`config.mk`:
```
export PLATFORM = sky130hd
export DESIGN_NAME = uart_tx_fifo_flat
export DESIGN_NICKNAME = d
export VERILOG_FILES = /design/src/rtl/uart_tx_fifo_if.sv /design/src/rtl/uart_tx_fifo.sv /design/src/flat_wrapper.sv
export SDC_FILE = /design/constraint.sdc
export NUM_CORES = 1
export LEC_CHECK = 0
export CORE_MARGIN = 4
export CORE_UTILIZATION = 45
export CTS_CLUSTER_SIZE = 25
export DETAILED_ROUTE_END_ITERATION = 8
export PLACE_DENSITY = 0.65
export SLEW_MARGIN = 20
export SYNTH_ARGS = -nofsm -noshare
export SYNTH_HDL_FRONTEND = slang
export SYNTH_SLANG_ARGS = --single-unit
export TNS_END_PERCENT = 20
```
`constraint.sdc`:
```
create_clock -name i_clock -period 4.4 [get_ports i_clock]
set_clock_uncertainty 0.1 [all_clocks]
set_input_delay 0.88 -clock i_clock [delete_from_list [all_inputs] [get_ports i_clock]]
set_output_delay 0.88 -clock i_clock [all_outputs]
set_load 0.03 [all_outputs]
```
`src/rtl/uart_tx_fifo_if.sv`:
```
// Bus-side handshake for uart_tx_fifo: select, direction, offset, data and the
// registered completion flag. The master drives the request, the slave answers.
interface uart_tx_fifo_if;
  logic        i_enable;
  logic        i_rw;
  logic [3:0]  i_address;
  logic [31:0] i_wdata;
  logic [31:0] o_rdata;
  logic        o_ready;

  modport master (
    output i_enable, i_rw, i_address, i_wdata,
    input  o_rdata, o_ready
  );

  modport slave (
    input  i_enable, i_rw, i_address, i_wdata,
    output o_rdata, o_ready
  );
endinterface

```
`src/rtl/uart_tx_fifo.sv`:
```
// Buffered UART transmitter: bus writes fill a FIFO, a shifter drains it as 8N1
// frames. Define UART_TX_FIFO_PARITY_EN to insert an even-parity bit (8E1).
module uart_tx_fifo #(
  parameter int CLOCK_RATE = 50000000,
  parameter int BAUD_RATE  = 9600,
  parameter int DEPTH_LOG2 = 4
) (
  input  logic          i_clock,
  input  logic          i_reset_n,
  uart_tx_fifo_if.slave bus,
  output logic          o_tx,
  output logic          o_busy
);
  localparam int BIT_CYCLES = CLOCK_RATE / BAUD_RATE;
  localparam int DEPTH      = 1 << DEPTH_LOG2;
  localparam int CNT_W      = $clog2(BIT_CYCLES);

  if (BIT_CYCLES < 2) begin : g_bad_baud
    $error("uart_tx_fifo: CLOCK_RATE / BAUD_RATE must be at least 2");
  end

  typedef logic [DEPTH_LOG2:0] ptr_t;

  typedef enum logic [2:0] {
    S_IDLE,
    S_START,
    S_DATA,
`ifdef UART_TX_FIFO_PARITY_EN
    S_PARITY,
`endif
    S_STOP
  } state_t;

  logic [7:0]       mem [DEPTH];
  ptr_t             wptr, rptr, count;
  logic             empty, full, push, pop;
  logic             is_data, pending, done;
  logic [31:0]      status;
  logic             unused_wdata;

  state_t           state, state_next;
  logic [CNT_W-1:0] cyc_cnt;
  logic [2:0]       bit_idx;
  logic [7:0]       shreg;
  logic             bit_done, tx_next;
`ifdef UART_TX_FIFO_PARITY_EN
  logic             parity_bit;
`endif

  // The pointer MSB separates a full buffer from an empty one.
  assign count = wptr - rptr;
  assign empty = (count == '0);
  assign full  = (count == ptr_t'(DEPTH));

  assign is_data      = (bus.i_address == 4'h0);
  assign pending      = bus.i_enable && !bus.o_ready;
  assign push         = pending && bus.i_rw && is_data && !full;
  assign done         = pending && !(bus.i_rw && is_data && full);
  assign status       = {22'b0, 8'(count), full, empty};
  assign unused_wdata = ^bus.i_wdata[31:8];

  // NOTE: sequential state uses <= so every flop samples pre-edge values.
  always_ff @(posedge i_clock or negedge i_reset_n) begin
    if (!i_reset_n) begin
      bus.o_ready <= 1'b0;
      bus.o_rdata <= '0;
      wptr        <= '0;
      rptr        <= '0;
    end else begin
      // Ready holds until the select drops, so one assertion is one access.
      bus.o_ready <= bus.i_enable && (bus.o_ready || done);
      if (done && !bus.i_rw) bus.o_rdata <= status;
      if (push) wptr <= wptr + 1'b1;
      if (pop)  rptr <= rptr + 1'b1;
    end
  end

  // NOTE: storage is deliberately not reset; the pointers alone say which entries are valid.
  always_ff @(posedge i_clock) begin
    if (push) mem[wptr[DEPTH_LOG2-1:0]] <= bus.i_wdata[7:0];
  end

  // Popping straight out of STOP is what makes back-to-back frames gapless.
  assign bit_done = (cyc_cnt == CNT_W'(BIT_CYCLES - 1));
  assign pop      = !empty && (state == S_IDLE || (state == S_STOP && bit_done));
  assign o_busy   = !empty || (state != S_IDLE);

  always_ff @(posedge i_clock or negedge i_reset_n) begin
    if (!i_reset_n) begin
      state   <= S_IDLE;
      cyc_cnt <= '0;
      bit_idx <= '0;
      shreg   <= '0;
`ifdef UART_TX_FIFO_PARITY_EN
      parity_bit <= 1'b0;
`endif
    end else begin
      state <= state_next;
      if (state == S_IDLE || bit_done) cyc_cnt <= '0;
      else                             cyc_cnt <= cyc_cnt + 1'b1;
      if (state == S_DATA && bit_done) bit_idx <= bit_idx + 1'b1;
      else if (state != S_DATA)        bit_idx <= '0;
      if (pop) begin
        shreg <= mem[rptr[DEPTH_LOG2-1:0]];
`ifdef UART_TX_FIFO_PARITY_EN
        parity_bit <= ^mem[rptr[DEPTH_LOG2-1:0]];
`endif
      end else if (state == S_DATA && bit_done) begin
        shreg <= shreg >> 1;
      end
    end
  end

  // NOTE: default assignment first so no path leaves state_next unassigned (no latch).
  always_comb begin
    state_next = state;
    case (state)
      S_IDLE:   if (!empty) state_next = S_START;
      S_START:  if (bit_done) state_next = S_DATA;
`ifdef UART_TX_FIFO_PARITY_EN
      S_DATA:   if (bit_done && bit_idx == 3'd7) state_next = S_PARITY;
      S_PARITY: if (bit_done) state_next = S_STOP;
`else
      S_DATA:   if (bit_done && bit_idx == 3'd7) state_next = S_STOP;
`endif
      S_STOP:   if (bit_done) state_next = empty ? S_IDLE : S_START;
      default:  state_next = S_IDLE;
    endcase
  end

  always_comb begin
    tx_next = 1'b1;
    case (state)
      S_START:  tx_next = 1'b0;
      S_DATA:   tx_next = shreg[0];
`ifdef UART_TX_FIFO_PARITY_EN
      S_PARITY: tx_next = parity_bit;
`endif
      default:  tx_next = 1'b1;
    endcase
  end

  // The line is retimed through a flop, so it trails the state by one clock.
  always_ff @(posedge i_clock or negedge i_reset_n) begin
    if (!i_reset_n) o_tx <= 1'b1;
    else            o_tx <= tx_next;
  end
endmodule
```
`src/flat_wrapper.sv`:
```
// flat-port wrapper written by rule: the top's interface ports become plain ports
module uart_tx_fifo_flat 
#(
  parameter int CLOCK_RATE = 50000000,
  parameter int BAUD_RATE  = 9600,
  parameter int DEPTH_LOG2 = 4
)
  (i_clock, i_reset_n, o_tx, o_busy, bus_i_enable, bus_i_rw, bus_i_address, bus_i_wdata, bus_o_rdata, bus_o_ready);
  uart_tx_fifo_if bus_i ();
  input  logic i_clock;
  input  logic i_reset_n;
  output logic o_tx;
  output logic o_busy;
  input wire logic [$bits(bus_i.i_enable)-1:0] bus_i_enable;
  input wire logic [$bits(bus_i.i_rw)-1:0] bus_i_rw;
  input wire logic [$bits(bus_i.i_address)-1:0] bus_i_address;
  input wire logic [$bits(bus_i.i_wdata)-1:0] bus_i_wdata;
  output wire logic [$bits(bus_i.o_rdata)-1:0] bus_o_rdata;
  output wire logic [$bits(bus_i.o_ready)-1:0] bus_o_ready;
  assign bus_i.i_enable = bus_i_enable;
  assign bus_i.i_rw = bus_i_rw;
  assign bus_i.i_address = bus_i_address;
  assign bus_i.i_wdata = bus_i_wdata;
  assign bus_o_rdata = bus_i.o_rdata;
  assign bus_o_ready = bus_i.o_ready;
  uart_tx_fifo #(.CLOCK_RATE(CLOCK_RATE), .BAUD_RATE(BAUD_RATE), .DEPTH_LOG2(DEPTH_LOG2)) u_core (.i_clock(i_clock), .i_reset_n(i_reset_n), .bus(bus_i), .o_tx(o_tx), .o_busy(o_busy));
endmodule
```
[Word level (Yosys, flattened, before mapping)]
Memory sizes are Yosys's and may differ from the RTL's.
Index checks and enable logic that the tools add are counted.
Word-level totals
  memories kept: 1
  output and inout port bits: 35
  bits in registers: 46
  memory bits (writable): 128
  word-level logic and storage cells: 69
Memory list
  u_core.mem: words 16, width 8, read ports 1, clocked after memory_dff 0, wr ports 1, line uart_tx_fifo.sv:34  | logic [7:0] mem [DEPTH];
Operators by class
  mux-type cells: 14
  reduce and logical (&&, ||, !) cells: 29
  add/subtract/negate cells: 5
  equality and inequality tests: 11
Operator list (count)
  3-bit 2-to-1 mux: 6
  8-bit 2-to-1 mux: 2
  13-bit by 1-bit adder with 13-bit output (second input constant): 1
  13-bit equality test (second input constant): 1
  1-bit logical AND: 13
  13-bit 2-to-1 mux: 1
  3-bit case mux with 4 select lines: 1
  5-bit by 1-bit adder with 5-bit output (second input constant): 2
  3-bit by 2-bit equality test with 1-bit output (second input constant): 2
  5-bit equality test (second input constant): 1
  1-bit logical NOT: 5
  5-bit logical NOT: 1
  5-bit subtractor: 1
  4-bit logical NOT: 1
  1-bit logical OR: 4
  2-bit by 1-bit != test with 1-bit output (second input constant): 2
  2-bit != test (second input constant): 2
  4-bit AND reduction: 1
  2-bit nonzero test: 2
  3-bit by 1-bit adder with 3-bit output (second input constant): 1
  3-bit by 1-bit equality test with 1-bit output (second input constant): 1
  3-bit equality test (second input constant): 1
  3-bit logical NOT: 1
  1-bit 2-to-1 mux: 3
  3 further kinds: 3

[Logic depth before layout (Yosys ltp)]
Gate-level depths: netlist of run 1.
  depth after elaboration: 7
  gate-level depth with buffers: 11
  mapped depth without buffers: 9

[Worst setup path before layout of run 1]
OpenSTA, ideal clock, no wires.
  path type: register -> output
  start point: register u_core.rptr[1]
  end point: output o_busy
  cell stages (with the launch flop): 10
  buffers on the path: 3
  data required time: 3420 ps
  data arrival time: 2633 ps
  slack: 787 ps
  cell sequence: dfrtp_1 > clkbuf_1 > buf_2 > buf_2 > inv_1 > fa_1 > xor2_1 > a211o_1 > o2bb2ai_2 > or2_2
On the way
  longest elaborated chain between the ends: 4
Ends and longest elaborated chain
  from (decl): line uart_tx_fifo.sv:35  | ptr_t wptr, rptr, count;
  from (signal assigned): line uart_tx_fifo.sv:74  | if (pop) rptr <= rptr + 1'b1;
  5-bit subtractor: line uart_tx_fifo.sv:51  | assign count = wptr - rptr;
  5-bit logical NOT: line uart_tx_fifo.sv:52  | assign empty = (count == '0);
  1-bit logical NOT: line uart_tx_fifo.sv:86  | assign o_busy = !empty || (state != S_IDLE);
  1-bit logical OR: line uart_tx_fifo.sv:86
  to (decl): line flat_wrapper.sv:13  | output logic o_busy;
Every way passes these cells.

[Worst setup path in the final report of run 1]
  start point: register u_core.wptr[0]
  end point: output o_busy
On the way
  longest elaborated chain between the ends: 4
Ends and longest elaborated chain
  from (decl): line uart_tx_fifo.sv:35
  from (signal assigned): line uart_tx_fifo.sv:73  | if (push) wptr <= wptr + 1'b1;
  5-bit subtractor: line uart_tx_fifo.sv:51
  named net u_core.count[1]: line uart_tx_fifo.sv:35
  5-bit logical NOT: line uart_tx_fifo.sv:52
  1-bit logical NOT: line uart_tx_fifo.sv:86
  1-bit logical OR: line uart_tx_fifo.sv:86
The timed path passes the listed nets, and every way through them passes these cells.

==> results.py, run 1 <==
metrics = {
    "yosys": {
        "synth_top_area_share_pct": 51.5,
        "synthFlopType": "edfxtp_1",
        "ys_seq_elements": 173,
        "avgSynthCellArea_sq_um": 16.7,
        "ys_types": 48,
        "synthTopCellsByArea": "edfxtp_1 (52%), dfrtp_1 (15%), mux4_2 (9.7%)",
        "synth-warning-count": 0,
        "seq_area_frac_synth_pct": 66.6,
        "netlist_area_sq_um": 7460,
        "synth-edff-count": 128,
        "synth_common_cells": "edfxtp_1 (128), dfrtp_1 (44), mux4_2 (32)",
        "yosys.cell_count.top_type": "edfxtp_1",
        "synth_cells": 446,
        "synth_area_leader_cell": "edfxtp_1",
        "synthArstFlopShare_pct": 26.0,
    },
    "detailed_routing": {
        "viasPerCell": 5.34,
        "wl_mm": 13.8,
        "drt_pass1_iterations": 4,
        "vias": 3772,
        "drc": 0,
        "drt_iter0_drc": 271,
        "avgRoutedWirePerCell_um": 19.5,
        "ant_nets": 0,
    },
    "placed_design": {
        "place_ws_ns": 0.515,
        "hpwl_mm": 8.73,
        "place.gp.congestion": 0.773,
        "port_buffers": 25,
        "postPlaceCellArea_sq_um": 7810,
    },
    "clocking": {
        "postCtsSetupBuffers": 0,
        "cts_tree": "built",
        "clk_path_buf_depth": 2,
        "cts_max_level": 4,
        "cts-root-buf": "clkbuf_16",
        "clk_pin_slew_worst_paths_ns": 0.06,
        "ctsResizeCount": 0,
        "cts-hold-fix-buffers": 0,
        "clock_latency_ns": 0.43,
        "cts_sinks": 173,
        "numCtsBuffers": 17,
    },
    "timing": {
        "drv_slew": 0,
        "worst_pin_slew_ns": 0.786,
        "finalCritPeriodShare_pct": 90.3,
        "timing.final.ws_setup_ns": 0.426,
        "setup_tns_ns": 0,
        "rsz0062_at_grt": "false",
        "finalCriticalPeriod_ns": 3.97,
        "finalSetupViolCount": 0,
        "max_freq_mhz": 252,
        "hold_violations": 0,
        "max-slew-margin-rel_pct": 47.4,
    },
    "power_and_ir_drop": {
        "power_frac_clock_pct": 40.1,
        "power_density_nw_per_um2": 418,
        "internal_power_uw": 2670,
        "p_switching_uw": 831,
        "p_sw_share_pct": 23.8,
        "leakage_uw": 0.00316,
        "ir_drop_v": 0.000265,
        "power_frac_seq_pct": 51.5,
        "pwr-share-comb_pct": 8.4,
    },
    "final_layout": {
        "drive_above_1_share_pct": 14.9,
        "nNetsFinal": 536,
        "utilization_pct": 52.1,
        "design_area_sq_um": 8360,
        "syn2layout_area_growth_pct": 12.1,
        "fillers": 1302,
        "antennaDiodeCount": 0,
    },
    "hold_path": {
        "hp-class": "input port to async pin",
    },
    "grt": {
        "overflow": 0,
        "grt.total_usage_pct": 16.1,
        "grt_pass1_vias": 3890,
        "grt_max_degree": 46,
        "grt_pass1_wl_mm": 22.0,
        "antenna_found_initial": 0,
    },
    "outcome": {
        "status": "complete, no violations",
    },
    "worst_setup_path": {
        "cp-end-kind": "output pin",
        "startpoint_type": "register",
        "criticalPathCategory": "register to output pin",
        "timing.rr.start": "u_core.wptr[0]",
        "crit_arrival_ns": 2.99,
        "cp_data_required_time_ns": 3.42,
        "crit_start": "u_core.wptr[0]",
        "cp_max_fo": 9,
    },
    "floorplan": {
        "dieArea_sq_um": 18700,
        "rows": 46,
        "core_area_sq_um": 16100,
        "start_util_pct": 46.5,
        "die-height_um": 137,
        "io_pins": 75,
        "die_w_um": 137,
    },
    "flow_run": {
        "maxCapViolCount": 0,
    },
}
-- worst max-delay path, stage by stage (launching register included) --
cell,delay (ns)
dfrtp_1,0.42
inv_1,0.19
ha_1,0.19
inv_1,0.05
fa_1,0.47
nand3b_1,0.19
a211o_1,0.29
o2bb2ai_2,0.21
or2_2,0.31
dlymetal6s2s_1,0.25
-- state kept, by name, summed over array words and instances (netlist names) --
name                flops
u_core.cyc_cnt         13
u_core.mem            128
u_core.bit_idx          3
u_core.rptr             5
u_core.bus.o_rdata      7
u_core.o_tx             1
u_core.state            2
u_core.wptr             5
u_core.bus.o_ready      1
u_core.shreg            8
-- layout by cell type (no fill, tap or decap), types with 2 or more instances in the layout --
master and count:
edfxtp_1 128, dfrtp_1 43, mux4_2 32, and3_1 27, conb_1 25, nor2_1 23
clkdlybuf4s50_1 23, mux2i_1 17, clkbuf_16 17, ha_1 16, nand2_1 15, inv_1 12
xor2_1 12, xnor2_1 11, a22o_1 8, a221oi_1 8, o21ai_0 5, nand3_1 5
a21oi_1 4, nand4_1 4, nor2b_1 4, buf_4 4, and4_1 3, and2_1 3
inv_6 3, clkinvlp_4 3, nor4_1 2, nand3b_1 2, mux2_1 2, clkinv_1 2
clkinv_2 2
-- routing by layer --
layer	GRT usage, %	vias to the layer above	share of wire, %
li1	-	1733	-
met4	6.05	0	1.6
met3	3.13	18	4.3
met5	0	-	0
met2	26.8	84	51
met1	21.0	1937	43
-- kinds of logic after synthesis --
logic type | Yosys count | share of synthesized area (%)
flops | 173 | 66.6
simple gates | 94 | 6.79
mux | 53 | 12.6
buf+inv | 50 | 4.36
compound gates | 34 | 3.69
xor+xnor | 24 | 2.92
fa+ha+maj | 17 | 2.95
other cells | 1 | 0.0503
-- power by group through the flow --
stage,clock [uW],sequential (uW),combinational [uW]
4_1_cts,1430,1800,294
5_1_grt,1500,1800,319
2_1_floorplan,0,1870,159
6_report,1400,1800,292
3_3_place_gp,0,1830,283
3_5_place_dp,0,1830,292
-- final timing paths --
| check | end | slack, ns | cells after the start |
|---|---|---|---|
| min | u_core.bus.o_ready | 0.36 | 1 |
| max in group asynchronous | u_core.rptr[0] | 3.41 | 1 |
| max | o_busy | 0.43 | 9 |
| min reg2reg | u_core.bus.o_rdata[5] | 0.38 | 2 |
| max reg2reg | u_core.mem[13][3] | 1.03 | 9 |
| min in group i_clock | u_core.bus.o_rdata[5] | 0.38 | 2 |
-- area by class of cell --
class	count	area [sq um]	share of cell area, %
clock buffers	18	429	5.13
clock inverters	13	116	1.39
inverters	12	45.0	0.539
multi-input cells	247	2250	27.0
flip-flops and latches	173	4970	59.5
well taps	216	270	3.23
repair buffers	28	273	3.26
-- metrics by stage --
stage | cells | hold WS (ns) | total power [uW]
2_1_floorplan | 470 | 0.340 | 2030
3_3_place_gp | 676 | 0.354 | 2120
3_5_place_dp | 676 | 0.369 | 2130
4_1_cts | 707 | 0.383 | 3520
5_1_grt | 707 | 0.403 | 3620
6_report | 707 | 0.360 | 3500
No activity file was read; power rests on OpenSTA's default activity.
==> run 2: changes to the inputs <==
PLACE_DENSITY = unset   (was 0.65)
PLACE_DENSITY_LB_ADDON = 0.1   (was unset)
==> run 2 against run 1 <==
Net effect: fmax increased by 0.99%; die area unchanged; core utilization increased by 0.15 points; critical endpoint unchanged.
==> results.py, run 2 (synthesis gave the netlist of run 1 again) <==
metrics = {
    "detailed_routing": {
        "ant_nets": 0,
        "avgRoutedWirePerCell_um": 19.8,
        "drt_pass1_iterations": 4,
        "wl_mm": 14.0,
        "viasPerCell": 5.34,
        "drt_iter0_drc": 209,
        "vias": 3787,
        "drc": 0,
    },
    "flow_run": {
        "maxCapViolCount": 0,
    },
    "grt": {
        "grt_pass1_wl_mm": 22.0,
        "overflow": 0,
        "antenna_found_initial": 0,
        "grt_pass1_vias": 3954,
        "grt.total_usage_pct": 16.2,
        "grt_max_degree": 46,
    },
    "floorplan": {
        "core_area_sq_um": 16100,
        "start_util_pct": 46.5,
        "dieArea_sq_um": 18700,
        "die_w_um": 137,
        "io_pins": 75,
        "rows": 46,
        "die-height_um": 137,
    },
    "power_and_ir_drop": {
        "pwr-share-comb_pct": 8.3,
        "p_switching_uw": 842,
        "p_sw_share_pct": 24.0,
        "power_frac_seq_pct": 51.2,
        "power_density_nw_per_um2": 419,
        "leakage_uw": 0.00317,
        "internal_power_uw": 2670,
        "ir_drop_v": 0.000295,
        "power_frac_clock_pct": 40.5,
    },
    "timing": {
        "hold_violations": 0,
        "drv_slew": 0,
        "max_freq_mhz": 254,
        "timing.final.ws_setup_ns": 0.465,
        "finalCritPeriodShare_pct": 89.4,
        "rsz0062_at_grt": "false",
        "finalCriticalPeriod_ns": 3.94,
        "worst_pin_slew_ns": 0.875,
        "finalSetupViolCount": 0,
        "setup_tns_ns": 0,
        "max-slew-margin-rel_pct": 41.4,
    },
    "placed_design": {
        "place.gp.congestion": 0.774,
        "dpl.cell_count": 677,
        "hpwl_mm": 8.91,
        "place_ws_ns": 0.522,
        "port_buffers": 25,
    },
    "final_layout": {
        "antennaDiodeCount": 0,
        "drive_above_1_share_pct": 15.4,
        "final_common_cell": "edfxtp_1",
        "nNetsFinal": 537,
        "utilization_pct": 52.2,
        "finalNonFillerCells": 709,
        "syn2layout_area_growth_pct": 12.4,
        "final_cell_mix": "edfxtp_1 (128), dfrtp_1 (43), mux4_2 (32)",
        "largest_reg_flops": 128,
    },
    "worst_setup_path": {
        "cp_max_fo": 9,
        "startpoint_type": "register",
        "crit_arrival_ns": 2.96,
        "cp-end-kind": "output pin",
        "criticalPathCategory": "register to output pin",
        "cp_data_required_time_ns": 3.42,
    },
    "clocking": {
        "cts-root-buf": "clkbuf_16",
        "cts_sinks": 173,
        "clock_latency_ns": 0.42,
        "clk_pin_slew_worst_paths_ns": 0.06,
        "numCtsBuffers": 17,
        "cts_tree": "built",
        "cts_max_level": 4,
        "clk_path_buf_depth": 2,
    },
    "outcome": {
        "status": "complete, no violations",
    },
    "hold_path": {
        "hp-class": "register to register",
    },
}
run 2: cell count changes in the layout (fill, tap and decap cells not counted), sizes merged:
| cell | change |
|---|---|
| clkinvlp | +2 |
| buf | +1 |
| clkbuf | -1 |
run 2: critical path: stages, from the launching register on:
cell and delay [ns]:
dfrtp_1 0.41, inv_1 0.18, ha_1 0.19, inv_1 0.05, fa_1 0.47, nand3b_1 0.17, a211o_1 0.29, o2bb2ai_2 0.21
or2_2 0.30, dlymetal6s2s_1 0.24
run 2: timing repair:
item / in CTS / in global routing
hold buffers: 0 / 0
endpoints found under the setup margin: 0 / 1
buffers inserted: 0 / 0
resized for setup: 0 / 1
run 2: stage by stage:
stage | total power (uW) | hold WS (ns) | cell area [sq um]
2_1_floorplan | 2030 | 0.340 | 7550
3_3_place_gp | 2120 | 0.361 | 7820
3_5_place_dp | 2130 | 0.373 | 7820
4_1_cts | 3540 | 0.386 | 8380
5_1_grt | 3640 | 0.410 | 8380
6_report | 3510 | 0.385 | 8380
run 2: cell type report:
type	count	area, sq um
fill	1314	7670
sequential	173	4970
multi-input combinational	247	2250
clock buffer	17	425
timing repair buffer	29	278
tap	216	270
clock inverter	15	139
inverter	12	45.0
run 2: worst paths after layout:
kind                                   start           endpoint  slack, ns  cells after the start
max reg2reg                   u_core.wptr[0]   u_core.mem[5][4]       1.08                      9
max                           u_core.wptr[0]             o_busy       0.46                      9
min                        u_core.cyc_cnt[0]  u_core.cyc_cnt[0]       0.38                      1
min in group asynchronous          i_reset_n  u_core.cyc_cnt[9]       0.44                      2
min reg2reg                u_core.cyc_cnt[0]  u_core.cyc_cnt[0]       0.38                      1
max in group asynchronous          i_reset_n     u_core.rptr[0]       3.33                      2
run 2: routing by layer:
layer  vias up  wire, um  global-route usage, %
met1      1987      6330                   21.3
li1       1733         -                      -
met2        58      7110                   26.9
met4         0       130                   5.71
met3         9       435                   3.35
met5         -         0                      0
run 2: power groups by stage:
stage | sequential, uW | clock, uW | combinational [uW]
final | 1800 | 1420 | 292
after global placement | 1830 | 0 | 289
after floorplan | 1870 | 0 | 159
after CTS | 1800 | 1450 | 296
after global routing | 1800 | 1520 | 323
after detailed placement | 1830 | 0 | 296
==> run 3: changes to the inputs <==
GPL_ROUTABILITY_DRIVEN = 0   (was unset)
==> results of run 3 <==
Same layout as run 2: the final DEF is identical, and so are final timing and power.
